## src/rtl/fetch_stage.sv

```systemverilog
// Instruction-fetch stage: owns the PC, keeps at most one imem request in flight,
// and buffers one returned instruction in a skid register while decode stalls.
module fetch_stage #(
  parameter logic [31:0] RESET_PC = 32'h0000_0000,
  parameter logic [31:0] BUBBLE   = 32'h0000_0013
) (
  input  logic        clk,
  input  logic        rst,
  input  logic        keep,
  input  logic        nop,
  input  logic        branch_taken,
  input  logic [31:0] branch_target,
  output logic        imem_req,
  output logic [31:0] imem_addr,
  input  logic        imem_ready,
  input  logic        imem_rvalid,
  input  logic [31:0] imem_rdata,
  output logic [31:0] PC_pype0,
  output logic [31:0] PCp4_pype0,
  output logic [31:0] Instraction_pype,
  output logic [4:0]  fornop_register1_pype,
  output logic [4:0]  fornop_register2_pype
);

  typedef enum logic [1:0] {S_IDLE, S_WAIT, S_DROP} state_t;

  state_t      state_q, state_d;
  logic [31:0] pc_q, pc_d;
  logic [31:0] outst_pc_q, outst_pc_d;
  logic [31:0] out_pc_q, out_pc_d;
  logic [31:0] out_pcp4_q, out_pcp4_d;
  logic [31:0] out_instr_q, out_instr_d;
  logic        skid_vld_q, skid_vld_d;
  logic [31:0] skid_pc_q, skid_pc_d;
  logic [31:0] skid_instr_q, skid_instr_d;
  logic        rsp_ok;
  logic        accept;

  // Only a response to a live (non-squashed) request is ever consumed.
  assign rsp_ok = (state_q == S_WAIT) && imem_rvalid;
  assign accept = imem_req && imem_ready;

  // State register
  always_ff @(posedge clk) begin
    if (rst) begin
      state_q      <= S_IDLE;
      pc_q         <= RESET_PC;
      outst_pc_q   <= RESET_PC;
      out_pc_q     <= '0;
      out_pcp4_q   <= '0;
      out_instr_q  <= BUBBLE;
      skid_vld_q   <= 1'b0;
      skid_pc_q    <= '0;
      skid_instr_q <= BUBBLE;
    end else begin
      state_q      <= state_d;
      pc_q         <= pc_d;
      outst_pc_q   <= outst_pc_d;
      out_pc_q     <= out_pc_d;
      out_pcp4_q   <= out_pcp4_d;
      out_instr_q  <= out_instr_d;
      skid_vld_q   <= skid_vld_d;
      skid_pc_q    <= skid_pc_d;
      skid_instr_q <= skid_instr_d;
    end
  end

  // Output/skid datapath
  always_comb begin
    out_pc_d     = out_pc_q;
    out_pcp4_d   = out_pcp4_q;
    out_instr_d  = out_instr_q;
    skid_vld_d   = skid_vld_q;
    skid_pc_d    = skid_pc_q;
    skid_instr_d = skid_instr_q;
    if (branch_taken) begin
      out_pc_d    = '0;
      out_pcp4_d  = '0;
      out_instr_d = BUBBLE;
      skid_vld_d  = 1'b0;
    end else if (nop) begin
      out_pc_d    = '0;
      out_pcp4_d  = '0;
      out_instr_d = BUBBLE;
      // A skid is never full while a request is in flight, so a response here lands in an empty skid.
      if (rsp_ok) begin
        skid_vld_d   = 1'b1;
        skid_pc_d    = outst_pc_q;
        skid_instr_d = imem_rdata;
      end
    end else if (!keep) begin
      if (skid_vld_q) begin
        out_pc_d    = skid_pc_q;
        out_pcp4_d  = skid_pc_q + 32'd4;
        out_instr_d = skid_instr_q;
        skid_vld_d  = rsp_ok;
        if (rsp_ok) begin
          skid_pc_d    = outst_pc_q;
          skid_instr_d = imem_rdata;
        end
      end else if (rsp_ok) begin
        out_pc_d    = outst_pc_q;
        out_pcp4_d  = outst_pc_q + 32'd4;
        out_instr_d = imem_rdata;
      end else begin
        out_pc_d    = '0;
        out_pcp4_d  = '0;
        out_instr_d = BUBBLE;
      end
    end else if (rsp_ok) begin
      skid_vld_d   = 1'b1;
      skid_pc_d    = outst_pc_q;
      skid_instr_d = imem_rdata;
    end
  end

  // PC and outstanding-address bookkeeping
  always_comb begin
    pc_d       = pc_q;
    outst_pc_d = outst_pc_q;
    if (branch_taken)
      pc_d = branch_target & ~32'h3;
    else if (accept)
      pc_d = pc_q + 32'd4;
    if (accept)
      outst_pc_d = pc_q;
  end

  // Next-state logic
  always_comb begin
    state_d = state_q;
    case (state_q)
      S_IDLE: if (accept) state_d = S_WAIT;
      S_WAIT: begin
        if (branch_taken)
          state_d = imem_rvalid ? S_IDLE : S_DROP;
        else if (imem_rvalid)
          state_d = accept ? S_WAIT : S_IDLE;
      end
      S_DROP: if (imem_rvalid) state_d = S_IDLE;
      default: state_d = S_IDLE;
    endcase
  end

  // FSM outputs: a request goes out only when the skid will be empty after this cycle.
  always_comb begin
    imem_req  = 1'b0;
    imem_addr = pc_q;
    if (!rst && !branch_taken && !skid_vld_d &&
        ((state_q == S_IDLE) || rsp_ok))
      imem_req = 1'b1;
  end

  assign PC_pype0              = out_pc_q;
  assign PCp4_pype0            = out_pcp4_q;
  assign Instraction_pype      = out_instr_q;
  assign fornop_register1_pype = out_instr_q[19:15];
  assign fornop_register2_pype = out_instr_q[24:20];

endmodule
```

## config.mk

```make
export PLATFORM = sky130hd
export DESIGN_NAME = fetch_stage
export DESIGN_NICKNAME = d
export VERILOG_FILES = /design/src/rtl/fetch_stage.sv
export SDC_FILE = /design/constraint.sdc
export NUM_CORES = 1
export LEC_CHECK = 0
export BUFFER_PORTS_ARGS = -buffer_cell sky130_fd_sc_hd__buf_2
export CAP_MARGIN = 10
export CORE_MARGIN = 2
export CORE_UTILIZATION = 55
export CTS_CLUSTER_DIAMETER = 50
export DETAILED_ROUTE_END_ITERATION = 6
export PLACE_DENSITY = 0.8
export SETUP_SLACK_MARGIN = 0.5
export SLEW_MARGIN = 0
export SYNTH_ARGS = -nofsm -noshare
export SYNTH_HDL_FRONTEND = slang
export SYNTH_SLANG_ARGS = --single-unit
```

## constraint.sdc

```tcl
create_clock -name clk -period 4.1 [get_ports clk]
set_input_delay 0.205 -clock clk [delete_from_list [all_inputs] [get_ports clk]]
set_output_delay 0.205 -clock clk [all_outputs]
set_load 0.02 [all_outputs]
```

# Word level (Yosys, flattened, before mapping)
# Cells that the tools add are included.
classes:
  n_addsub: 3
  multipliers: 0
  n_div: 0
  n_lt_le_gt_ge: 0
  n_eq_ne: 5
  shift: 0
  n_mux: 29
  bitwise: 1
  n_reduce_logical: 16
ops:
  columns: ["op", "n"]
  rows:
  - ["$mux 32", 16]
  - ["$add 32x3->32 const B", 3]
  - ["$mux 2", 5]
  - ["$mux 1", 7]
  - ["$pmux 2 s3", 1]
  - ["$logic_and 1x1->1", 5]
  - ["$ne 2x2->1 const B", 2]
  - ["$logic_not 1->1", 3]
  - ["$ne 3x3->1 const B", 1]
  - ["$reduce_and 3->1", 1]
  - ["$reduce_bool 3->1", 1]
  - ["$reduce_or 3->1", 1]
  - ["$eq 2x1->1 const B", 1]
  - ["$eq 2x2->1 const B", 1]
  - ["$logic_not 2->1", 1]
  - ["$reduce_and 2->1", 1]
  - ["$reduce_bool 2->1", 1]
  - ["$reduce_or 2->1", 1]
  - ["$logic_or 1x1->1", 1]
  - ["$not 1->1", 1]
word_totals:
  register_bits: 227
  latch_bits: 0
  mem_bits_rw: 0
  mem_bits_ro: 0
  out_inout_bits: 139
  memories: 0

# Depth between registers and ports, before layout
depth:
  ltp_word: 15
  mapped_depth: 8
  ltp_nobuf: 6

# Worst setup path before layout
# No wires, ideal clock.
synth_path:
  kind: "reg2reg"
  from: "register pc_q[8] (netlist: imem_addr[8])"
  to: "register pc_q[27] (netlist: imem_addr[27])"
  setup_time_ns: 0.091
  t_arrival_ns: 2.006
  required_ns: 4.009
  slack_ns: 2.003
  path_stages_with_launch: 7
  path_buffers: 1
  cell_sequence: "dfxtp_1 -> buf_2 -> nand4_1 -> or4_1 -> nor2_1 -> a221oi_1 -> a311oi_1"
synth_via:
  elab_chain_len: 3
synth_rtl:
  columns: ["item", "line_no", "source"]
  rows:
  - ["start: declaration", "28", "logic [31:0] pc_q, pc_d;"]
  - ["start signal: assignment", "57", "pc_q <= pc_d;"]
  - ["$add 32x3->32", "124", "pc_d = pc_q + 32'd4;"]
  - ["$mux 32", "123", "else if (accept)"]
  - ["$mux 32", "121", "if (branch_taken)"]
# Every way passes these cells. The select of a mux whose other input is x is not followed.
# A chain may end at the register's enable or synchronous reset.

# Worst setup path in the final report
layout_path:
  from: "register state_q[1]"
  to: "register pc_q[13] (netlist: imem_addr[13])"
layout_via:
  elab_chain_len: 12
layout_rtl:
  columns: ["item", "line_no", "source"]
  rows:
  - ["start: declaration", "27", "state_t state_q, state_d;"]
  - ["start signal: assignment", "56", "state_q <= state_d;"]
  - ["$eq 2x1->1", "40", "assign rsp_ok = (state_q == S_WAIT) && imem_rvalid;"]
  - ["$logic_and 1x1->1", "40", null]
  - ["$mux 1, on equally long branches", "92, 86, 110", null]
  - ["$mux 1", "91", "end else if (!keep) begin"]
  - ["$mux 1", "81", "end else if (nop) begin"]
  - ["$mux 1", "76", "if (branch_taken) begin"]
  - ["$logic_not 1->1", "149", "if (!rst && !branch_taken && !skid_vld_d &&"]
  - ["$logic_and 1x1->1", "149", null]
  - ["$logic_and 1x1->1 (*)", "149", null]
  - ["$mux 1 (*)", "149", null]
  - ["$logic_and 1x1->1 (*)", "41", "assign accept = imem_req && imem_ready;"]
  - ["$reduce_bool 2->1 (no line) (*)", null, null]
# Every way passes the cells marked *; elsewhere a longest branch is shown, timed or not.

==> impl_results.md <==
* F_max at 362 MHz
* PwrDens at 406 nW/µm²
* Core Area at 18,600 µm²
* Met2 usage at 0.471
* Async S/R FF share, synth at 0
* Met3 usage at 0.0533
* Final Cycle Share at 0.674
* Max Buffers Root-to-Sink at 3
* CP startpoint kind: register
* CTS Sinks at 217
* Die X at 142 µm
* Hold_ws at 39.8 ps
* Sequential share of power at 0.426
* TNS Setup at 0 ps
* Post-Syn Area at 10,400 µm²
* WS Path Type: reg -> reg
* Area Growth Syn to Fin at 22.6%
* Least-Margin Pin Slew at 1090 ps
* Post-synth EDFFs at 0
* Initial antenna violation count at 1
* Area leader, netlist: dfxtp_1
* Seq cells post-synth at 217
* Status: finished, final reports clean
* Min-delay src: branch_target[12]
* Yosys top cell area share at 0.418
* Post-CTS Setup Inserts at 0
* Port-buffer cells at 201
* Worst slew margin at 0.276
* DRT iter0 DRCs at 1,172
* Commonest non-fill, non-tap cells in the layout: nand2_1, dfxtp_1, buf_2, a21oi_1, nor2_1
* GRT overflow at 0
* Syn Area/Cell at 7.94 µm²
* Switching power at 1.25 mW
* Worst r2r src: state_q[1]$_SDFFE_PP0P_
* Max VDD drop at 0.318 mV
* Hold Crit Class: in -> reg
* Vias in the first global route at 9,914
* Worst path required time at 4550 ps
* CTS root buf: clkbuf_16
* Hold path cells at 3
* Final setup violation count at 0
* Clock latency on the worst-skew pair at 530 ps
* Library cells used by synthesis at 74
* Hpwl dp at 19.6 mm
* Dpl ws at 1290 ps
* Final count of hold timing violations at 0
* Largest fanout on the critical path at 27
* Commonest non-fill, non-tap cell in the layout: nand2_1
* Pint at 3.93 mW
* Met1 GRT Util at 0.429
* Final min period at 2760 ps
* Largest net degree at the start of global routing at 88
* Crit. End Element: register
* Vias per Instance at 6.22
* Post-route ant nets at 0
* Reg-to-reg slack, setup at 1340 ps
* Share of layout cells above drive strength 1 at 0.186
* Initial Util at 0.558
* Syn Inst Count at 1,310
* Area after DPL at 11,200 µm²
* Synth warn at 0
* Nets at 1,559
* H-tree depth at 1
* Routed length per instance at 18.3 µm
* Post-CTS sizing at 0
* Die ar. at 20,000 µm²
* Slew Limit Fails at 0
* Ys flop type: dfxtp_1
* Skew final at 9.11 ps
* RSZ-0062 raised after global routing: false
* # rows at 50
* Comb power frac at 0.081
* Sw Ratio at 0.241
* CP arrival at 3210 ps
* Total wire length at 31.7 mm
* Overall Power at 5.17 mW
* GP Congestion at 0.862
* Via Count at 10,800
* # Max-Cap Violations at 0
* Detailed Routing Iterations Pass 1 at 5
* RR Endpoint: imem_addr[13]$_SDFFE_PP0P_
* Fin area at 12,800 µm²
* GRT Total Usage at 0.305
* Biggest area contributors in the synthesized netlist: dfxtp_1, nand2_1, a21oi_1, a221oi_1, nor2_1
* Final worst setup slack at 1340 ps
* First-pass GRT wire length at 50.3 mm
* DRC Markers at 0
* Die Y at 142 µm
* GR peak layer: met2
* TritonCTS Buffers at 26
* Clock share of power at 0.492
* Reg clk slew, reported paths at 60 ps
* Reg2Reg Depth at 6
* CTS tree: built
* Hold Path Sink: imem_addr[12]$_SDFFE_PP0P_
* LEAKAGE at 4.86 nW
* Post-synthesis sequential area ratio at 0.418
* Ports at 210
## state kept, by name, indices dropped and copies added (netlist names)
register	count
skid_vld_q	1
PC_pype0	30
outst_pc_q	30
PCp4_pype0	30
imem_addr	30
skid_pc_q	30
skid_instr_q	32
state_q	2
Instraction_pype	32
## area by class of cell
class,count,area (µm²)
Antenna cell,1,2.50
Clock buffer,35,756
Clock inverter,11,203
Fill cell,1526,5890
Inverter,14,52.6
Multi-Input combinational cell,950,5370
Sequential cell,217,4350
Tap cell,234,293
Timing Repair Buffer,276,1730
## per-stage QoR
stage,cells,utilization
after CTS,1737,0.684
final,1738,0.684
after detailed placement,1632,0.601
after global placement,1632,0.601
after floorplan,1315,-
after global routing,1738,0.684
## power groups by stage
stage / clock [mW] / combinational [mW] / sequential (mW)
floorplan: 0 / 0.213 / 2.27
global placement: 0 / 0.361 / 2.25
detailed placement: 0 / 0.365 / 2.25
CTS: 2.55 / 0.411 / 2.20
global route: 2.65 / 0.453 / 2.21
finish: 2.55 / 0.420 / 2.21
## worst max path at each step
| stage | start | to | slack [ps] | cells past startpoint |
|---|---|---|---|---|
| floorplan | imem_addr[8]$_SDFFE_PP0P_ | imem_addr[27]$_SDFFE_PP0P_ | 2000 | 6 |
| global placement | rst | imem_addr[13]$_SDFFE_PP0P_ | 1380 | 7 |
| detailed placement | rst | imem_addr[13]$_SDFFE_PP0P_ | 1290 | 7 |
| CTS | state_q[1]$_SDFFE_PP0P_ | imem_addr[13]$_SDFFE_PP0P_ | 1370 | 6 |
| global route | state_q[1]$_SDFFE_PP0P_ | imem_addr[13]$_SDFFE_PP0P_ | 1160 | 6 |
| finish | state_q[1]$_SDFFE_PP0P_ | imem_addr[13]$_SDFFE_PP0P_ | 1340 | 6 |
## cells in the mapped netlist, drive strengths merged (8+ instances only)
cell type and instances:
a21oi 135, a221o 19, a221oi 49, a31oi 14, and3 12, and4 13
buf 49, clkbuf 83, dfxtp 217, inv 13, nand2 249, nand2b 15
nand3 40, nand4 24, nor2 90, nor3 63, nor4 19, o21ai 48
o311a 10, o31ai 8, or3 10, or4 16, xnor2 19
## per-layer routing
layer	wire, µm	vias to the layer above
li1	-	5067
met2	14300	657
met3	3290	72
met5	0	-
met1	13300	5015
met4	814	0
## repair_timing
| item | CTS | global route |
|---|---|---|
| endpoints found under the setup margin | 0 | 0 |
| hold buffers | 59 | 0 |
| hold endpoints to repair | 72 | 0 |
## worst max-delay path, cell delays in order (launching register included)
cell,delay (ps)
dfxtp_1,360
nor3_1,530
o2111a_1,760
buf_4,410
nand4_1,160
mux2_1,330
a21oi_1,130
## logic make-up after synthesis
logic type | count (synthesis) | share of synthesized area
xor gates and xnor gates | 26 | 0.0219
other | 1 | 0.000361
AOI/OAI and AO/OA | 336 | 0.214
buffers and inverters | 148 | 0.0718
DFF | 217 | 0.418
and+or+nand+nor | 567 | 0.259
muxes | 11 | 0.0111
adders and majority gates | 4 | 0.00457
(Power assumes the default switching activity.)
